[src/rtl/lvtram_arb_pkg.sv]
// Shared types and width helpers for the LVT RAM write arbiter.
package lvtram_arb_pkg;

  typedef enum logic {
    INIT = 1'b0,
    RUN  = 1'b1
  } state_e;

  // A DEPTH of 1 still needs a one-bit address bus.
  function automatic int addr_width(input int depth);
    return (depth > 1) ? $clog2(depth) : 1;
  endfunction

  function automatic int idx_width(input int n);
    return (n > 1) ? $clog2(n) : 1;
  endfunction

endpackage

[src/rtl/lvtram_arb_select.sv]
// Combinational round-robin scan that packs up to N_WRITE conflict-free
// requesters onto the RAM write ports, starting the scan at rr.
module lvtram_arb_select
  import lvtram_arb_pkg::*;
#(
  parameter int N_REQ   = 4,
  parameter int N_WRITE = 2,
  parameter int AW      = 5,
  parameter int IW      = 2
) (
  input  logic [N_REQ-1:0]             valid,
  input  logic [N_REQ-1:0][AW-1:0]     addr,
  input  logic [IW-1:0]                rr,
  output logic [N_REQ-1:0]             grant,
  output logic [N_WRITE-1:0][IW-1:0]   port_src,
  output logic [N_WRITE-1:0]           port_vld,
  output logic [IW-1:0]                last_idx
);

  always_comb begin
    int k;
    int n;
    logic hit;
    logic [IW-1:0] kk;
    grant    = '0;
    port_src = '0;
    port_vld = '0;
    last_idx = rr;
    n        = 0;
    k        = 0;
    kk       = '0;
    hit      = 1'b0;
    for (int s = 0; s < N_REQ; s++) begin
      k = int'(rr) + s;
      if (k >= N_REQ) k = k - N_REQ;
      kk  = IW'(k);
      hit = 1'b0;
      // An address already claimed this cycle would make the LVT ambiguous.
      for (int j = 0; j < N_WRITE; j++) begin
        if (port_vld[j] && (addr[port_src[j]] == addr[kk])) hit = 1'b1;
      end
      if (valid[kk] && (n < N_WRITE) && !hit) begin
        grant[kk] = 1'b1;
        for (int j = 0; j < N_WRITE; j++) begin
          if (j == n) begin
            port_src[j] = kk;
            port_vld[j] = 1'b1;
          end
        end
        last_idx = kk;
        n = n + 1;
      end
    end
  end

endmodule

[src/rtl/lvtram_write_arbiter.sv]
// Zero-sweeps the LVT RAM after reset or clear_req, then round-robin shares
// its write ports. Define LVTRAM_ARB_OUTREG_EN to register wen/waddr/wdata.
module lvtram_write_arbiter
  import lvtram_arb_pkg::*;
#(
  parameter int WIDTH   = 32,
  parameter int DEPTH   = 32,
  parameter int N_REQ   = 4,
  parameter int N_WRITE = 2,
  localparam int ADDR_WIDTH = addr_width(DEPTH),
  localparam int IDX_WIDTH  = idx_width(N_REQ)
) (
  input  logic                                clk,
  input  logic                                resetn,
  input  logic [N_REQ-1:0]                    req_valid,
  input  logic [N_REQ-1:0][ADDR_WIDTH-1:0]    req_addr,
  input  logic [N_REQ-1:0][WIDTH-1:0]         req_data,
  output logic [N_REQ-1:0]                    req_ready,
  input  logic                                clear_req,
  output logic                                init_done,
  output logic [N_WRITE-1:0]                  wen,
  output logic [N_WRITE-1:0][ADDR_WIDTH-1:0]  waddr,
  output logic [N_WRITE-1:0][WIDTH-1:0]       wdata,
  output state_e                              state_dbg
);

  // Handshake: a write transfers when req_valid[i] & req_ready[i]; ready may
  // depend on valid/addr combinationally, and requesters hold valid/addr/data
  // until granted without looking at ready.

  localparam int PW = $clog2(DEPTH + N_WRITE + 1);

  state_e                             state, state_nxt;
  logic [PW-1:0]                      ptr, ptr_nxt;
  logic [IDX_WIDTH-1:0]               rr, rr_nxt;
  logic [N_REQ-1:0]                   grant;
  logic [N_WRITE-1:0][IDX_WIDTH-1:0]  port_src;
  logic [N_WRITE-1:0]                 port_vld;
  logic [IDX_WIDTH-1:0]               last_idx;
  logic [N_WRITE-1:0]                 wen_c;
  logic [N_WRITE-1:0][ADDR_WIDTH-1:0] waddr_c;
  logic [N_WRITE-1:0][WIDTH-1:0]      wdata_c;

  lvtram_arb_select #(
    .N_REQ   (N_REQ),
    .N_WRITE (N_WRITE),
    .AW      (ADDR_WIDTH),
    .IW      (IDX_WIDTH)
  ) u_select (
    .valid    (req_valid),
    .addr     (req_addr),
    .rr       (rr),
    .grant    (grant),
    .port_src (port_src),
    .port_vld (port_vld),
    .last_idx (last_idx)
  );

  always_ff @(posedge clk or negedge resetn) begin
    if (!resetn) begin
      state <= INIT;
      ptr   <= '0;
      rr    <= '0;
    end else begin
      state <= state_nxt;
      ptr   <= ptr_nxt;
      rr    <= rr_nxt;
    end
  end

  always_comb begin
    state_nxt = state;
    ptr_nxt   = ptr;
    rr_nxt    = rr;
    req_ready = '0;
    wen_c     = '0;
    waddr_c   = '0;
    wdata_c   = '0;
    case (state)
      INIT: begin
        // Ports beyond the last word are masked on a short final sweep.
        for (int j = 0; j < N_WRITE; j++) begin
          wen_c[j]   = (int'(ptr) + j) < DEPTH;
          waddr_c[j] = ADDR_WIDTH'(int'(ptr) + j);
        end
        ptr_nxt = ptr + PW'(N_WRITE);
        if ((int'(ptr) + N_WRITE) >= DEPTH) begin
          state_nxt = RUN;
          ptr_nxt   = '0;
        end
      end
      RUN: begin
        req_ready = grant;
        for (int j = 0; j < N_WRITE; j++) begin
          if (port_vld[j]) begin
            wen_c[j]   = 1'b1;
            waddr_c[j] = req_addr[port_src[j]];
            wdata_c[j] = req_data[port_src[j]];
          end
        end
        if (|grant) begin
          rr_nxt = (last_idx == IDX_WIDTH'(N_REQ - 1)) ? '0 : last_idx + IDX_WIDTH'(1);
        end
        if (clear_req) begin
          state_nxt = INIT;
          ptr_nxt   = '0;
        end
      end
      default: state_nxt = INIT;
    endcase
  end

  assign state_dbg = state;

`ifdef LVTRAM_ARB_OUTREG_EN
  always_ff @(posedge clk or negedge resetn) begin
    if (!resetn) begin
      wen       <= '0;
      waddr     <= '0;
      wdata     <= '0;
      init_done <= 1'b0;
    end else begin
      wen       <= wen_c;
      waddr     <= waddr_c;
      wdata     <= wdata_c;
      init_done <= (state == RUN);
    end
  end
`else
  // INIT at ptr=0 would otherwise drive the sweep while reset is held.
  always_comb begin
    wen   = resetn ? wen_c   : '0;
    waddr = resetn ? waddr_c : '0;
    wdata = resetn ? wdata_c : '0;
  end
  assign init_done = (state == RUN);
`endif

endmodule

[config.mk]
export PLATFORM = sky130hd
export DESIGN_NAME = lvtram_write_arbiter
export DESIGN_NICKNAME = d
export VERILOG_FILES = /design/src/rtl/lvtram_arb_pkg.sv /design/src/rtl/lvtram_arb_select.sv /design/src/rtl/lvtram_write_arbiter.sv
export SDC_FILE = /design/constraint.sdc
export NUM_CORES = 1
export LEC_CHECK = 0
export BUFFER_PORTS_ARGS = -buffer_cell sky130_fd_sc_hd__buf_2
export CORE_ASPECT_RATIO = 0.8
export CORE_MARGIN = 2
export CORE_UTILIZATION = 53
export CTS_CLUSTER_DIAMETER = 50
export DETAILED_ROUTE_END_ITERATION = 12
export PLACE_DENSITY_LB_ADDON = 0.05
export RECOVER_POWER = 50
export SKIP_LAST_GASP = 1
export SLEW_MARGIN = 30
export SYNTH_ARGS = -nofsm -noshare
export SYNTH_HDL_FRONTEND = slang
export SYNTH_SLANG_ARGS = --single-unit
[constraint.sdc]
create_clock -name clk -period 20.4 [get_ports clk]
set_input_delay 3.06 -clock clk [delete_from_list [all_inputs] [get_ports clk]]
set_output_delay 3.06 -clock clk [all_outputs]
set_load 0.02 [all_outputs]
---- Yosys cells after proc, flatten, opt, wreduce, memory -nomap -nowiden ----
Index checks and enable logic that the tools add are counted.
storage, ports and cells
  register bits after elaboration ......... 9
  latch bits .............................. 0
  memory bits (writable) .................. 0
  bits in read-only memories .............. 0
  input bits .............................. 155
  output and inout bits ................... 82
  logic and storage cells ................. 178
  memories ................................ 0
operators by class
  add/subtract/negate cells ............... 13
  $mul .................................... 0
  divide/modulo/power cells ............... 0
  magnitude comparators ................... 25
  equality and inequality tests ........... 10
  shifts and indexed selects .............. 0
  mux-type cells .......................... 100
  bitwise operators ....................... 4
  reductions and logical operators ........ 23
operators with widths
  operator               number
  $mux 32                6
  $bmux 32 s2            2
  $mux 64                2
  $bmux 5 s2             10
  $logic_not 32->1       3
  $eq 2x32->1 const A    2
  $lt 32x3->1 const B    2
  $mux 5                 12
  $mux 2                 20
  $lt 2x3->1 const B     11
  $add 32x2->32 const B  1
  $lt 32x7->1 const B    1
  $mux 4                 8
  $eq 5x5->1             5
  $mux 1                 25
  $pmux 10 s2            1
  $logic_and 1x1->1      15
  $mux 6                 2
  $or 4x4->4             3
  $pmux 6 s2             1
  $mux 10                1
  $ge 3x3->1 const B     3
  $bmux 1 s2             4
  $demux 1 s2            4
  other kinds (22)       31

---- Longest topological paths before layout ----
Gate-level depths: netlist (run 1).
  word-level depth ........................ 36
  mapped depth ............................ 28
  gate-level depth less buffers ........... 21

---- Modules after synthesis ----
Synthesis (run 1) repeated with hierarchy kept, for this count alone.
second synthesis, totals
  cells, all modules ...................... 485
  area total of the unflattened synthesis .. 4,994.8 um^2
modules (own cells, without submodules)
  module                times used  cells each  area each (um^2)  seq. area each (um^2)
  lvtram_write_arbiter  1           233         2,787.7           200.2
  lvtram_arb_select     1           252         2,207.1           0.0

---- Worst setup path before layout (run 1) ----
Ideal clock, no wire load.
  path kind ............................... input-to-output
  start point ............................. input port req_valid[1]
  end point ............................... output port wdata[33] (netlist bit)
  arrival time ............................ 8,676 ps
  required time ........................... 17,340 ps
  setup slack ............................. 8,664 ps
  cell stages on the path ................. 26
  buffers on the path ..................... 5
  cell sequence ........................... mux2i_1 > mux2i_4 > ha_1 > buf_2 > mux2i_1 > nor3_1 > or4b_1 > o21a_1 > o31a_1 > buf_6 > ha_1 > or3_1 > o21ai_1 > o2bb2ai_4 > mux2_1 > nor2_1 > a21oi_1 > xor2_1 > o41ai_4 > or3_1 > buf_2 > nand2_1 > buf_2 > buf_4 > mux2i_1 > a211oi_1
RTL lines
  what             RTL line                    RTL
  start, declared  lvtram_write_arbiter.sv:15  input logic [N_REQ-1:0] req_valid,
  end, declared    lvtram_write_arbiter.sv:23  output logic [N_WRITE-1:0][WIDTH-1:0] wdata,

==> run metrics, run 1 <==
post-route setup slack 4.83 ns; first-pass GRT wire length 30,200 um; Final Max Slew Viols 32; GRT Total Usage 34.9%; post-synthesis register bit count 8; vias in the first global route 5,969; Wirelength per Cell 21.4 um; fin crit share 76.3%; Crit Path Category in -> out; Worst R2R End rr[0]; Slew @ Worst Pin 1.65 ns; number of enable flip-flop cells after synthesis 0; Synth async-reset ratio 100%; failing checks capacitance limit, slew limit; clock tree buffer depth 2; ANT nets after route 0; num ports 237; Starting Density 55.1%; cells on worst reg2reg path 20; Mapped Cells 603; cts bufs inserted 3; grt ovf 0; Reg2Reg Setup Slack 12.24 ns; CP max FO 22; Skew-Pair Late Insertion Delay 0.23 ns; synth unique cells 68; crit end category output pin; Die Span Y 91.1 um; gpl congestion 1.03; Layout Skew 0.00241 ns; CTS Hold Bufs 0; Top FF cell, synth dfrtp_1; Post-CTS Resized 0; Syn. warnings 0; Synth area leader mux2i_1; Min-Delay Path Class reg -> reg; Synth area leaders mux2i_1 29%, mux4_2 7.2%, a221oi_1 7.1%; num rows 31; top-area cell type share of the netlist area 29.3%; fin crit period 15.57 ns; largest net degree at the start of global routing 75; DRC viols 0; n_diodes 0; clk sinks 8; Max Fclk 64.2 MHz; Vias 6,274; run status finished, violations left; critical path launch point type input port; CTS tree done; DR vias/cell 6.96; RSZ-0062 raised after global routing false; post-synthesis cell area 5020 sq um; Clock Pin Slew Worst Setup and Hold Paths 0.04 ns; postcts setup bufs 0; Crit. Startpoint req_valid[2]; share of cells above drive strength 1 31.9%; DRT Pass-1 Iters 5; WP data arrival 12.51 ns; Hold Crit Depth 1; total routed wirelength 19,200 um; H-Tree Depth 1; initial antenna violation count 0; clk root buf clkbuf_16; Die X 113 um; half-perimeter wire length after placement 14,100 um; endpoints failing hold 0; Post-Place Worst Slack 6.84 ns; Area Growth Syn to Fin 20.7%; core area 9110 sq um; max capacitance violation total 1; nets@finish 952; Critical Path RT 17.34 ns; Iteration-0 DRC Markers 560; Worst R2R Start rr[1]; Rel. slew slack -10.2%; Worst Setup EP waddr[5]; post-synth net total 767; Port Buffers 236; final hold slack 0.521 ns; Post-Route Setup TNS 0 ns; syn avg cell area 8.33 sq um; setup violators final 0; sequential share of the synthesized area 3.99%; DIE AREA 10,300 sq um
==> stage by stage <==
stage                     utilization, %  instance area [sq um]  instances
final                               66.5                   6060        901
after global routing                66.5                   6060        901
after CTS                           67.6                   6170        901
after detailed placement            66.8                   6090        898
after global placement              66.5                   6060        897
after floorplan                        -                   5020        603
==> critical path: stages <==
cell       delay, ns
buf_2           0.12
mux2i_2         0.13
mux2i_1         0.63
ha_1            0.70
mux2i_1         0.26
a21oi_1         0.07
or4b_1          0.59
o21a_1          0.15
o31a_1          0.43
ha_1            0.30
or3_1           0.61
o21ai_0         0.39
o2bb2ai_4       0.17
mux2_1          0.33
nor2_1          0.09
a21oi_1         0.05
xor2_1          0.16
o41ai_1         0.92
nor2_1          0.36
o211ai_1        1.14
clkbuf_1        0.91
a221oi_1        0.31
o32ai_1         0.36
buf_2           0.23
==> cell families after synthesis <==
kind of cell	share of synthesized area (%)
XOR/XNOR	2.27
AND/OR/NAND/NOR	13.9
adder cells (fa/ha/maj)	2.24
flip-flops	3.99
buffers and inverters	8.27
multiplexers	39.3
AO/OA/AOI/OAI	30.0
==> worst min-delay path by stage <==
stage	slack, ns	startpoint	end
finish	0.52	ptr[4]	ptr[4]
global route	0.56	ptr[4]	ptr[4]
CTS	0.52	ptr[4]	ptr[4]
detailed placement	0.51	ptr[4]	ptr[4]
global placement	0.50	ptr[4]	ptr[4]
floorplan	0.47	ptr[4]	ptr[4]
==> layer usage <==
metal,track usage (%),vias to the layer above,routed length (um)
li1,-,2816,-
met1,46.6,2984,7760
met2,58.1,404,8950
met3,4.74,70,1870
met4,11.5,0,661
met5,0,-,0
==> state kept, by name (all words and copies together), names as in the netlist <==
name / count
init_done: 1
ptr: 5
rr: 2
==> cell usage in the layout, fill, tap and decap left out, drive strengths merged, types with 18 or more instances in the layout <==
master and n:
nand2 29, and3 42, a211oi 36, buf 214
nor2 18, mux2i 150, clkbuf 34, a221oi 41
o22ai 35
==> final cells by class <==
cell class                 count  area [sq um]
timing repair buffer         245          1210
fill                         827          3050
tap                          115           144
multi-input combinational    517          4390
clock buffer                   3          75.1
sequential                     8           200
inverter                      13          48.8
==> cell usage after synthesis (4+ instances only) <==
| cell type | number |
|---|---|
| buf_4 | 6 |
| xnor2_1 | 8 |
| buf_6 | 9 |
| dfrtp_1 | 8 |
| clkbuf_1 | 23 |
| nand2_1 | 29 |
| ha_1 | 9 |
| a222oi_1 | 4 |
| and3_1 | 42 |
| nor2_1 | 17 |
| o21ai_0 | 13 |
| a221oi_1 | 41 |
| a211oi_1 | 36 |
| mux2i_1 | 147 |
| o31ai_1 | 5 |
| inv_1 | 11 |
| xor2_1 | 5 |
| a21boi_0 | 6 |
| or3_1 | 5 |
| nand3_1 | 4 |
| o22ai_1 | 34 |
| a21oi_1 | 8 |
| nor2b_1 | 16 |
| mux4_2 | 16 |
| o221ai_1 | 4 |
| a2111oi_0 | 8 |
| buf_2 | 26 |
| mux2_2 | 4 |
Power of run 1 is left out: the tool's default activity adds up to more than one toggle a clock period on the data nets, which glitch-free logic cannot reach.
==> inputs of run 2 (changes only) <==
- ABC_AREA: default -> 1
- CORE_UTILIZATION: 53 -> 45
- clock period: 20.4 -> 12.86 ns (I/O delays scaled with it)
==> run metrics, run 2 <==
Synth top cells by count 550 x nand2_1, 193 x nand3_1, 93 x nor2_1 (was 147 x mux2i_1, 42 x and3_1, 41 x a221oi_1); leading cell type in the layout, fill and taps excluded nand2_1 (was buf_2); half-perimeter wire length after placement 16,900 um (was 14,100 um); clock tree buffer depth 2 (unchanged); Skew-Pair Late Insertion Delay 0.23 ns (about the same); grt ovf 0 (unchanged); Largest regs ptr (5), rr (2), init_done (1) (unchanged); Post-CTS Resized 0 (unchanged); max capacitance violation total 0 (was 1); Post-Place Worst Slack 2.40 ns (was 6.84 ns); area post-placement 6460 sq um (was 6090 sq um); Worst R2R End rr[1] (was rr[0]); CTS tree done (unchanged); cts bufs inserted 3 (unchanged); sequential share of the synthesized area 3.69% (was 3.99%); Top reg by flops ptr (unchanged); max FFs per register 5 (unchanged); DRT Pass-1 Iters 6 (was 5); Die Span Y 102 um (was 91.1 um); Starting Density 46.6% (was 55.1%); Layout Skew 0.00205 ns (was 0.00241 ns); core area 11,600 sq um (was 9110 sq um); Mapped Cells 1,169 (was 603); setup violators final 0 (unchanged); H-Tree Depth 1 (unchanged); cells on worst reg2reg path 42 (was 20); most frequent cell after synthesis nand2_1 (was mux2i_1); Port Buffers 236 (unchanged); synth unique cells 37 (was 68); number of enable flip-flop cells after synthesis 0 (unchanged); Max Fclk 89.2 MHz; WP data arrival 9.28 ns (was 12.51 ns); DR vias/cell 5.52 (was 6.96); Top FF cell, synth dfrtp_1 (unchanged); fin area 6500 sq um (was 6060 sq um); postcts setup bufs 0 (unchanged); Synth async-reset ratio 100% (unchanged); clk sinks 8 (unchanged); fin crit share 87.2%; Crit Path Category in -> out (unchanged); DIE AREA 13,000 sq um (was 10,300 sq um); Crit. Startpoint req_valid[3] (was req_valid[2]); top-area cell type share of the netlist area 38.0% (was 29.3%); vias in the first global route 7,000 (was 5,969); Top Family by Delay on Critical Path simple AND/OR/NAND/NOR gates (was compound AO/OA/AOI/OAI gates); DRC viols 0 (unchanged); CTS Hold Bufs 0 (unchanged); n_diodes 0 (unchanged); Worst Setup EP waddr[6] (was waddr[5]); Final Max Slew Viols 0 (was 32); stages on the worst setup path 43 (was 24); FILL cells 1,349 (was 827); slowest CP cell nor2_1 (was o211ai_1); Rel. slew slack 42.2% (was -10.2%); num rows 35 (was 31); largest net degree at the start of global routing 67 (was 75); post-route setup slack 1.65 ns (was 4.83 ns); run status finished, final reports clean (was finished, violations left); post-synth net total 1,333 (was 767); first-pass GRT wire length 35,500 um (was 30,200 um); ANT nets after route 0 (unchanged); CP max FO 41 (was 22); share of cells above drive strength 1 20.0% (was 31.9%); Vias 8,254 (was 6,274); most frequent cells in the layout 550 x nand2_1, 216 x buf_2, 193 x nand3_1, 94 x nor2_1, 85 x a21oi_1 (was 207 x buf_2, 148 x mux2i_1, 42 x and3_1, 41 x a221oi_1, 36 x a211oi_1); peak per-stage delay on the critical path 0.68 ns (was 1.14 ns); Reg2Reg Setup Slack 5.12 ns (was 12.24 ns); Clock Pin Slew Worst Setup and Hold Paths 0.04 ns (about the same); num ports 237 (unchanged); Synth area leader nand2_1 (was mux2i_1); endpoints failing hold 0 (unchanged); crit end category output pin (unchanged); worst path bufs/invs 9 (was 3); Min-Delay Path Class reg -> reg (unchanged); gpl congestion 1.02 (was 1.03); Syn. warnings 0 (unchanged); Critical Path RT 10.93 ns (was 17.34 ns); RSZ-0062 raised after global routing false (unchanged); Synth area leaders nand2_1 38%, nand3_1 18%, a21oi_1 7.8% (was mux2i_1 29%, mux4_2 7.2%, a221oi_1 7.1%); nets@finish 1,513 (was 952); critical path launch point type input port (unchanged); fin crit period 11.21 ns; GRT Total Usage 33.1% (was 34.9%); Post-Route Setup TNS 0 ns (unchanged); initial antenna violation count 0 (unchanged); Die X 127 um (was 113 um); post-synthesis register bit count 8 (unchanged); most frequent CP cell nand2_1; clk root buf clkbuf_16 (unchanged); total routed wirelength 23,000 um (was 19,200 um); Iteration-0 DRC Markers 909 (was 560); syn avg cell area 4.65 sq um (was 8.33 sq um); Wirelength per Cell 15.4 um (was 21.4 um); Slew @ Worst Pin 0.864 ns (was 1.65 ns); Worst R2R Start rr[0] (was rr[1]); post-synthesis cell area 5430 sq um (was 5020 sq um); Area Growth Syn to Fin 19.6% (was 20.7%)
run 2: worst min path at each step:
stage                      start  endpoint  cells past startpoint
after global placement    ptr[5]    ptr[5]                      2
final                     ptr[5]    ptr[5]                      2
after floorplan           ptr[5]    ptr[5]                      2
after detailed placement  ptr[5]    ptr[5]                      2
after CTS                 ptr[5]    ptr[5]                      2
after global routing      ptr[5]    ptr[5]                      2
run 2: metal layers:
metal	up-vias	GRT usage (%)	part of all wire (%)
met2	519	51.1	42
li1	4109	-	-
met4	0	6.59	2.1
met3	44	8.59	13
met1	3582	46.8	43
met5	-	0	0
run 2: kinds of logic (layout without fill, tap and decap cells):
family,count (synthesis),after routing,synth area share (%)
AND/OR/NAND/NOR,875,875,68.0
buffers and inverters,142,320,12.6
AO/OA/AOI/OAI,132,132,13.1
adder cells (fa/ha/maj),9,9,2.07
flip-flops,8,8,3.69
XOR/XNOR,3,3,0.484
run 2: worst min-delay path: cells and delay by family (launching register included):
kind / cells / cell delay, ns
buffers and inverters: 1 / 0.07
flip-flops: 1 / 0.34
AND/OR/NAND/NOR: 1 / 0.09
run 2: stage by stage:
step	hold WS [ns]	std cells	util, %
2_1_floorplan	0.497	1169	-
4_1_cts	0.549	1495	56.1
5_1_grt	0.609	1495	55.8
3_3_place_gp	0.528	1492	55.5
6_report	0.544	1495	55.8
3_5_place_dp	0.539	1492	55.5
run 2: layout make-up:
type / instances / area [sq um] / area share (%)
clock buffers: 3 / 75.1 / 1.16
repair buffers: 246 / 1230 / 18.9
flip-flops and latches: 8 / 200 / 3.08
multi-input cells: 1019 / 4540 / 69.9
inverters: 71 / 267 / 4.10
well taps: 148 / 185 / 2.85
Power of run 2 is left out for the same reason.
